$ cat src/rtl/fetch_decode_queue_pkg.sv
// Shared types and constants for the fetch-to-decode instruction queue.
package fetch_queue_pkg;

    localparam int unsigned FQ_WIDTH   = 8;
    localparam int unsigned FQ_INSTR_W = 32;

    localparam logic [31:0] NOP_INSTR = 32'h0000_0000;

    // Entry layout at the default pipeline widths.
    typedef struct packed {
        logic [FQ_INSTR_W-1:0] instr;
        logic [FQ_WIDTH-1:0]   pcPlus4;
    } fq_entry_t;

    // Occupancy needs one extra bit so that count can reach DEPTH itself.
    function automatic int unsigned count_w(input int unsigned depth);
        return $clog2(depth) + 1;
    endfunction

endpackage

$ cat src/rtl/fetch_decode_queue_if.sv
// Fetch/decode handshake bundle for the instruction queue.
interface fetch_decode_queue_if
    import fetch_queue_pkg::*;
#(
    parameter int unsigned WIDTH   = 8,
    parameter int unsigned INSTR_W = 32,
    parameter int unsigned DEPTH   = 4
) ();

    logic                        enqValid;
    logic [INSTR_W-1:0]          InstrF;
    logic [WIDTH-1:0]            PCPlus4F;
    logic                        enqReady;
    logic                        flushD;
    logic                        stallD;
    logic                        validD;
    logic [INSTR_W-1:0]          InstrD;
    logic [WIDTH-1:0]            PCPlus4D;
    logic [count_w(DEPTH)-1:0]   count;

    // Pipeline side: drives fetch data and decode control.
    modport master (
        output enqValid, InstrF, PCPlus4F, flushD, stallD,
        input  enqReady, validD, InstrD, PCPlus4D, count
    );

    // Queue side.
    modport slave (
        input  enqValid, InstrF, PCPlus4F, flushD, stallD,
        output enqReady, validD, InstrD, PCPlus4D, count
    );

endinterface

$ cat src/rtl/fetch_decode_queue_storage.sv
// Entry register array: one synchronous write port, one asynchronous read port, no reset.
module fq_storage #(
    parameter int unsigned DW    = 40,
    parameter int unsigned DEPTH = 4
) (
    input  logic                     clk,
    input  logic                     we,
    input  logic [$clog2(DEPTH)-1:0] waddr,
    input  logic [DW-1:0]            wdata,
    input  logic [$clog2(DEPTH)-1:0] raddr,
    output logic [DW-1:0]            rdata
);

    logic [DW-1:0] r_mem [DEPTH];

    always_ff @(posedge clk) begin
        if (we) begin
            r_mem[waddr] <= wdata;
        end
    end

    assign rdata = r_mem[raddr];

endmodule

$ cat src/rtl/fetch_decode_queue.sv
// In-order decoupling queue between fetch and decode; flush discards every held entry.
module fetch_decode_queue
    import fetch_queue_pkg::*;
#(
    parameter int unsigned WIDTH   = 8,
    parameter int unsigned INSTR_W = 32,
    parameter int unsigned DEPTH   = 4
) (
    input  logic                 clk,
    input  logic                 reset,
    fetch_decode_queue_if.slave  bus
);

    localparam int unsigned AW = $clog2(DEPTH);
    localparam int unsigned CW = count_w(DEPTH);

    typedef struct packed {
        logic [INSTR_W-1:0] instr;
        logic [WIDTH-1:0]   pcPlus4;
    } entry_t;

    localparam int unsigned EW = $bits(entry_t);

    logic [AW-1:0] r_rd_ptr;
    logic [AW-1:0] r_wr_ptr;
    logic [CW-1:0] r_count;

    logic   w_empty;
    logic   w_full;
    logic   w_enq;
    logic   w_deq;
    entry_t w_wdata;
    entry_t w_rdata;

    assign w_empty = (r_count == '0);
    assign w_full  = (r_count == CW'(DEPTH));

    // enqReady comes from registered count only, so a same-cycle dequeue never frees a slot early.
    assign w_enq = bus.enqValid & ~w_full & ~bus.flushD;
    assign w_deq = ~w_empty & ~bus.stallD & ~bus.flushD;

    assign w_wdata.instr   = bus.InstrF;
    assign w_wdata.pcPlus4 = bus.PCPlus4F;

    fq_storage #(
        .DW    (EW),
        .DEPTH (DEPTH)
    ) u_storage (
        .clk   (clk),
        .we    (w_enq),
        .waddr (r_wr_ptr),
        .wdata (w_wdata),
        .raddr (r_rd_ptr),
        .rdata (w_rdata)
    );

    // Pointer and occupancy state; flush outranks any enqueue or dequeue.
    always_ff @(posedge clk or posedge reset) begin
        if (reset) begin
            r_rd_ptr <= '0;
            r_wr_ptr <= '0;
            r_count  <= '0;
        end else if (bus.flushD) begin
            r_rd_ptr <= '0;
            r_wr_ptr <= '0;
            r_count  <= '0;
        end else begin
            if (w_enq) begin
                r_wr_ptr <= r_wr_ptr + AW'(1);
            end
            if (w_deq) begin
                r_rd_ptr <= r_rd_ptr + AW'(1);
            end
            case ({w_enq, w_deq})
                2'b10:   r_count <= r_count + CW'(1);
                2'b01:   r_count <= r_count - CW'(1);
                default: r_count <= r_count;
            endcase
        end
    end

    // Stale storage is hidden whenever the queue is empty.
    assign bus.enqReady = ~w_full;
    assign bus.validD   = ~w_empty;
    assign bus.count    = r_count;
    assign bus.InstrD   = w_empty ? INSTR_W'(NOP_INSTR) : w_rdata.instr;
    assign bus.PCPlus4D = w_empty ? '0 : w_rdata.pcPlus4;

endmodule
$ cat src/flat_wrapper.sv
// flat-port wrapper written by rule: the top's interface ports become plain ports
module fetch_decode_queue_flat import fetch_queue_pkg::*;
#(
    parameter int unsigned WIDTH   = 8,
    parameter int unsigned INSTR_W = 32,
    parameter int unsigned DEPTH   = 4
)
  (clk, reset, bus_enqValid, bus_InstrF, bus_PCPlus4F, bus_flushD, bus_stallD, bus_enqReady, bus_validD, bus_InstrD, bus_PCPlus4D, bus_count);
  fetch_decode_queue_if #(.WIDTH(WIDTH), .INSTR_W(INSTR_W), .DEPTH(DEPTH)) bus_i ();
  input  logic clk;
  input  logic reset;
  input wire logic [$bits(bus_i.enqValid)-1:0] bus_enqValid;
  input wire logic [$bits(bus_i.InstrF)-1:0] bus_InstrF;
  input wire logic [$bits(bus_i.PCPlus4F)-1:0] bus_PCPlus4F;
  input wire logic [$bits(bus_i.flushD)-1:0] bus_flushD;
  input wire logic [$bits(bus_i.stallD)-1:0] bus_stallD;
  output wire logic [$bits(bus_i.enqReady)-1:0] bus_enqReady;
  output wire logic [$bits(bus_i.validD)-1:0] bus_validD;
  output wire logic [$bits(bus_i.InstrD)-1:0] bus_InstrD;
  output wire logic [$bits(bus_i.PCPlus4D)-1:0] bus_PCPlus4D;
  output wire logic [$bits(bus_i.count)-1:0] bus_count;
  assign bus_i.enqValid = bus_enqValid;
  assign bus_i.InstrF = bus_InstrF;
  assign bus_i.PCPlus4F = bus_PCPlus4F;
  assign bus_i.flushD = bus_flushD;
  assign bus_i.stallD = bus_stallD;
  assign bus_enqReady = bus_i.enqReady;
  assign bus_validD = bus_i.validD;
  assign bus_InstrD = bus_i.InstrD;
  assign bus_PCPlus4D = bus_i.PCPlus4D;
  assign bus_count = bus_i.count;
  fetch_decode_queue #(.WIDTH(WIDTH), .INSTR_W(INSTR_W), .DEPTH(DEPTH)) u_core (.clk(clk), .reset(reset), .bus(bus_i));
endmodule
$ cat config.mk
export PLATFORM = sky130hd
export DESIGN_NAME = fetch_decode_queue_flat
export DESIGN_NICKNAME = d
export VERILOG_FILES = /design/src/rtl/fetch_decode_queue_pkg.sv /design/src/rtl/fetch_decode_queue_if.sv /design/src/rtl/fetch_decode_queue_storage.sv /design/src/rtl/fetch_decode_queue.sv /design/src/flat_wrapper.sv
export SDC_FILE = /design/constraint.sdc
export NUM_CORES = 1
export LEC_CHECK = 0
export CORE_ASPECT_RATIO = 1.4
export CORE_UTILIZATION = 30
export CTS_BUF_LIST = sky130_fd_sc_hd__clkbuf_4 sky130_fd_sc_hd__clkbuf_8 sky130_fd_sc_hd__clkbuf_16
export DETAILED_ROUTE_END_ITERATION = 6
export HOLD_SLACK_MARGIN = 0.15
export MAX_ROUTING_LAYER = met4
export PLACE_DENSITY = 0.56
export SLEW_MARGIN = 20
export SYNTH_ARGS = -nofsm -noshare
export SYNTH_HDL_FRONTEND = slang
export SYNTH_SLANG_ARGS = --single-unit
export TNS_END_PERCENT = 30
$ cat constraint.sdc
create_clock -name clk -period 3.1 [get_ports clk]
set_input_delay 0.31 -clock clk [delete_from_list [all_inputs] [get_ports clk]]
set_output_delay 0.31 -clock clk [all_outputs]
set_load 0.005 [all_outputs]
## Word level (Yosys, flattened, before mapping)

Memories as Yosys holds them, arrays and structs flattened.
Cells that the tools add are included.

- Register bits: 7
- Memory bits (writable): 160
- Bits of input ports: 45
- Word-level logic and storage cells: 33
- Memories: 1

- $add $sub $neg: 4
- Equality and inequality tests: 3
- Mux-type cells: 10
- Bitwise gates (word level): 8
- Reductions and logical operators: 4

Memories:

| name | words | width | rd ports | clocked after memory_dff | write ports | RTL line | source |
|---|---|---|---|---|---|---|---|
| u_core.u_storage.r_mem | 4 | 40 | 1 | 0 | 1 | fetch_decode_queue_storage.sv:14 | `logic [DW-1:0] r_mem [DEPTH];` |

Operators by type and width:

| kind | number |
|---|---|
| 32-bit two-way mux | 1 |
| 2-bit two-way mux | 4 |
| 8-bit two-way mux | 1 |
| 3-bit one-hot mux with 2 select lines | 1 |
| 2-bit by 1-bit adder with 2-bit output, second input constant | 2 |
| 1-bit bitwise AND | 4 |
| 1-bit inverter | 4 |
| 2-bit nonzero test | 2 |
| 3-bit by 1-bit adder with 3-bit output, second input constant | 1 |
| 3-bit == test, second input constant | 1 |
| 3-bit zero test | 1 |
| 3-bit two-way mux | 1 |
| 3-bit nonzero test | 1 |
| 3-bit by 1-bit subtractor with 3-bit output, second input constant | 1 |
| 2-bit by 1-bit == test with 1-bit output, second input constant | 1 |
| 2-bit == test, second input constant | 1 |
| 1-bit two-way mux | 2 |

## Depth between registers and ports, before layout

- Word-level depth: 7
- Mapped depth: 8

## Hierarchy

From an unflattened synthesis, not the netlist that was laid out.

- Cell total of the unflattened synthesis: 309
- Area, all modules: 6620.1 um^2

Modules (own cells, without submodules):

| module | instances | cells each | area each (um^2) |
|---|---|---|---|
| fq_storage | 1 | 213 | 5848.1 |
| fetch_decode_queue | 1 | 96 | 772.0 |

## Worst setup path before layout

OpenSTA, ideal clock, no wires.

- Kind: flip-flop to flip-flop
- Start point: register u_core.r_count[0], in the netlist u_core.bus.count[0]
- End point: memory u_core.u_storage.r_mem[0][0] (enable)
- Arrival: 1.925 ns
- Setup slack: 0.773 ns
- Stages on the path, launching flop included: 5
- Clock period less this slack: 2.327 ns
- Path through: dfrtp_1 or3b_1 nand2_1 nor2_1 and2_1

- Cells in the longest elaborated chain, start to end: 6

Ends and longest elaborated chain:

| item | RTL line | source |
|---|---|---|
| from (decl) | fetch_decode_queue.sv:26 | `logic [CW-1:0] r_count;` |
| from (signal assigned) | fetch_decode_queue.sv:75 | `2'b10: r_count <= r_count + CW'(1);` |
| from (signal assigned) | fetch_decode_queue.sv:76 | `2'b01: r_count <= r_count - CW'(1);` |
| from (signal assigned) | fetch_decode_queue.sv:77 | `default: r_count <= r_count;` |
| 3-bit == test | fetch_decode_queue.sv:36 | `assign w_full = (r_count == CW'(DEPTH));` |
| 1-bit inverter | -- |  |
| via bus_enqReady | flat_wrapper.sv:17 | `output wire logic [$bits(bus_i.enqReady)-1:0] bus_enqReady;` |
| 1-bit bitwise AND (2 in a row) | fetch_decode_queue.sv:39 | `assign w_enq = bus.enqValid & ~w_full & ~bus.flushD;` |
| 1-bit two-way mux | fetch_decode_queue_storage.sv:17 | `if (we) begin` |
| 1-bit two-way mux (implied by the code) | fetch_decode_queue_storage.sv:18 | `r_mem[waddr] <= wdata;` |
| to (decl) | fetch_decode_queue_storage.sv:14 |  |

The timed path passes the listed nets, and every way through them passes these cells.

## Worst setup path in the final report

- Start point: register u_core.r_rd_ptr[0]
- End point: output port bus_InstrD[17]

- Cells in the longest elaborated chain, start to end: 2

Ends and longest elaborated chain:

| item | RTL line | source |
|---|---|---|
| from (decl) | fetch_decode_queue.sv:24 | `logic [AW-1:0] r_rd_ptr;` |
| from (signal assigned) | fetch_decode_queue.sv:72 | `r_rd_ptr <= r_rd_ptr + AW'(1);` |
| memory read 4 x 40 bit | -- |  |
| 32-bit two-way mux | fetch_decode_queue.sv:86 | `assign bus.InstrD = w_empty ? INSTR_W'(NOP_INSTR) : w_rdata.instr;` |
| to (decl) | flat_wrapper.sv:19 | `output wire logic [$bits(bus_i.InstrD)-1:0] bus_InstrD;` |

No other way between the ends.

==> impl_summary.log <==
INFO  metric timing.final.crit_period = between 2 and 3 ns
INFO  metric initialDrtViolationCount = 162
INFO  metric crit_path_end = bus_InstrD[17]
INFO  metric buffer_ports.inserted = 89
INFO  metric critPathLaunch = u_core.r_rd_ptr[0]
INFO  metric final.period_utilization = 93.9%
INFO  metric critPathCaptureType = output port
INFO  metric cts_tree = yes
INFO  metric drt-pass1-iter-count = 6
INFO  metric setup_violations = 0
INFO  metric gr-usage-all-layers = 12.7%
INFO  metric yosys_register_bits = ~170
INFO  metric skew = 0.0135 ns
INFO  metric startpoint_type = flop
INFO  metric worstSkewPairLatency = 0.41 ns
INFO  metric clkSinkCount = 167
INFO  metric clk_transition_reported_paths = 0.07 ns
INFO  metric post_cts.resized_instances = 0
INFO  metric ant_nets = 0
INFO  metric vdd.ir_drop.worst = 375 µV
INFO  metric cpLargestDelayFamily = flip-flops
INFO  metric syn-cell-area = 6620 µm²
INFO  metric outcome = finished, final reports clean
INFO  metric clock_tree.buffer_depth = 2
INFO  metric tightest_slew = ~0.53 ns
INFO  metric grt_start_max_net_pins = 44
INFO  metric top_level_ports = 90
INFO  metric finalPower = ~5.2 mW
INFO  metric timing.slew.headroom = between 60% and 70%
INFO  metric r2r_cells = 7
INFO  metric hold_path.class = primary input to flop
INFO  metric total_die_area = about 23000 µm²
INFO  metric drive_gt1_share = 20.3%
INFO  metric synth_cells = 316
INFO  metric postSynthNetCount = 366
INFO  metric detailed_place_hpwl = 7860 µm
INFO  metric r2r_setup_slack = about 0.7 ns
INFO  metric grt_antenna_before_repair = 1
INFO  metric ctsRootBufferMaster = clkbuf_16
INFO  metric reg2reg_from = u_core.bus.count[0]
INFO  metric crit-reg2reg-capture = u_core.bus.count[2]
INFO  metric routedWlPerCell = 17.8 µm
INFO  metric post-route-drc-count = 0
INFO  metric grt_remaining_overflow = 0
INFO  metric class_of_the_most_critical_setup_path = flop to output port
INFO  metric post-synth-top-area-fraction = between 70% and 80%
INFO  metric synth.avg_cell_area = roughly 21 µm²
INFO  metric grt_pass1_wl = around 20000 µm
INFO  metric drt_via_density = 4.45
INFO  metric standard_cell_rows = 63
INFO  metric crit_path_slowest_cell = dfrtp_4
INFO  metric leakagePower = 2.67 nW
INFO  metric setup-tns-final = 0 ns
INFO  metric syn2layout_area_growth = 27.7%
INFO  metric rsz0062_at_grt = no
INFO  metric synth.yosys.warnings = 0
INFO  metric crit_path_max_fanout = 23
INFO  metric worstPathCellList = buf_12, mux4_2, and2b_1, clkdlybuf4s50_1
INFO  metric netlist-cell-type-count = 31
INFO  metric yosys-top-cells-area = edfxtp_1 73%, mux4_2 13%, nor2b_1 3.1%
INFO  metric critPathArrivalTime = 2.60 ns
INFO  metric fin_nets = 470
INFO  metric initial_core_util = between 30% and 40%
INFO  metric final-hold-violation-count = 0
INFO  metric pwr_density_cell = 613 nW/µm²
INFO  metric worstPathRequired = 2.79 ns
INFO  metric max_cap_viol_count = 0
INFO  metric synth.yosys.seq_area_share = 75.3%
INFO  metric final-max-slew-violation-count = 0
INFO  metric routed_wl = 12900 µm
INFO  metric core_region_area = 21400 µm²
INFO  metric worst_hold_slack = roughly 0.53 ns
INFO  metric num_vias = 3234
INFO  metric die_width = approximately 130 µm
INFO  metric ctsHtreeMaxLevel = 4
INFO  metric cp_slowest_stage_delay = 0.78 ns
INFO  metric worst-path-stages = 4
INFO  metric timing.fmax = 0.343 GHz
INFO  metric synth_area_leader_cell = edfxtp_1
INFO  metric cts-buffers-inserted = 17
INFO  metric cp.buffers_inverters = 2
INFO  metric die_height = 178 µm
INFO  metric vias_in_the_first_global_route = 3527
INFO  metric gp_congestion = 0.671
==> flip-flops by register name, summed over array words and instances (netlist names) <==
name and cells:
u_core.u_storage.r_mem 160, u_core.bus.count 3, u_core.r_wr_ptr 2, u_core.r_rd_ptr 2
==> repair_timing <==
item	CTS	global route
hold endpoints to repair	7	0
hold buffers	1	0
endpoints found under the setup margin	0	39
setup buffers	0	1
==> cells in the mapped netlist, drive strengths merged <==
cell type and count:
or3b 1, o311ai 1, or3 1, nand2 5
and2b 9, a21oi 5, nor2b 33, inv 7
xnor2 2, nor3 1, ha 4, fa 1
dfrtp 7, edfxtp 160, nor2 6, o41ai 1
nand3 2, a211oi 1, nand2b 2, and2 4
clkbuf 5, o2111ai 2, nor3b 1, buf 12
mux4 40, a32oi 1, o21ai 1, nor4 1
==> worst min-delay path by stage <==
stage	start	endpoint	slack, ns	cells past startpoint
floorplan	reset	u_core.bus.count[0]	0.11	1
global placement	u_core.r_wr_ptr[1]	u_core.r_wr_ptr[1]	0.56	2
detailed placement	u_core.r_wr_ptr[1]	u_core.r_wr_ptr[1]	0.57	2
CTS	bus_InstrF[22]	u_core.u_storage.r_mem[3][30]	0.51	1
global route	bus_InstrF[0]	u_core.u_storage.r_mem[2][8]	0.52	1
finish	bus_InstrF[22]	u_core.u_storage.r_mem[2][30]	0.53	1
==> power by group <==
part / switching (mW) / internal [mW] / leakage (nW)
sequential: 0.0479 / 2.55 / 1.54
clock: 0.866 / 1.12 / 0.265
combinational: 0.242 / 0.347 / 0.859
==> kinds of logic (layout without fill, tap and decap cells) <==
family	count (synthesis)	after routing	share of synthesized area, %
AOI/OAI and AO/OA	12	12	1.23
muxes	40	40	13.7
buffers and inverters	24	141	2.46
xor gates and xnor gates	2	2	0.265
DFF	167	167	75.3
other	0	1	0
adders and majority gates	5	5	1.06
and+or+nand+nor	66	66	6.07
==> per-stage QoR <==
step / cells / area, µm² / utilization [%] / setup slack [ns]
floorplan: 316 / 6620 / - / 0.773
global placement: 691 / 7850 / 36.6 / 0.483
detailed placement: 691 / 7850 / 36.6 / 0.475
CTS: 724 / 8430 / 39.3 / 0.0225
global route: 726 / 8450 / 39.4 / 0.0104
finish: 726 / 8450 / 39.4 / 0.188
==> placed cells by master (no fill, tap or decap), types with 2 or more instances in the layout <==
cell type	netlist	layout
dfrtp_1	7	5
nor2b_1	33	33
ha_1	4	4
buf_4	0	10
xnor2_1	2	2
clkdlybuf4s50_1	0	89
clkinvlp_4	0	4
clkinv_4	0	3
nor2_1	6	6
clkinv_1	0	2
inv_6	0	3
and2_2	0	4
mux4_2	39	39
edfxtp_1	160	160
o2111ai_1	2	2
nand2b_1	2	2
and2b_1	9	9
inv_1	7	7
nand2_1	5	5
nand3_1	2	2
buf_12	3	2
inv_8	0	2
a21oi_1	5	5
clkbuf_16	0	17
==> metal layers <==
layer | vias to the layer above | wire length (µm) | global-route usage (%)
met5 | - | 0 | -
met4 | 0 | 102 | 4.46
met3 | 4 | 412 | 2.65
met2 | 68 | 7050 | 21.6
met1 | 1687 | 5380 | 14.7
li1 | 1475 | - | -
==> cell type report <==
cell class | instances | area, µm²
inverter | 7 | 26.3
timing repair buffer | 102 | 1020
multi-input combinational | 125 | 1490
clock buffer | 17 | 425
tap | 292 | 365
clock inverter | 15 | 143
sequential | 167 | 4980
antenna | 1 | 2.50
fill | 1995 | 13000
Power figures use the tool's default switching activity.
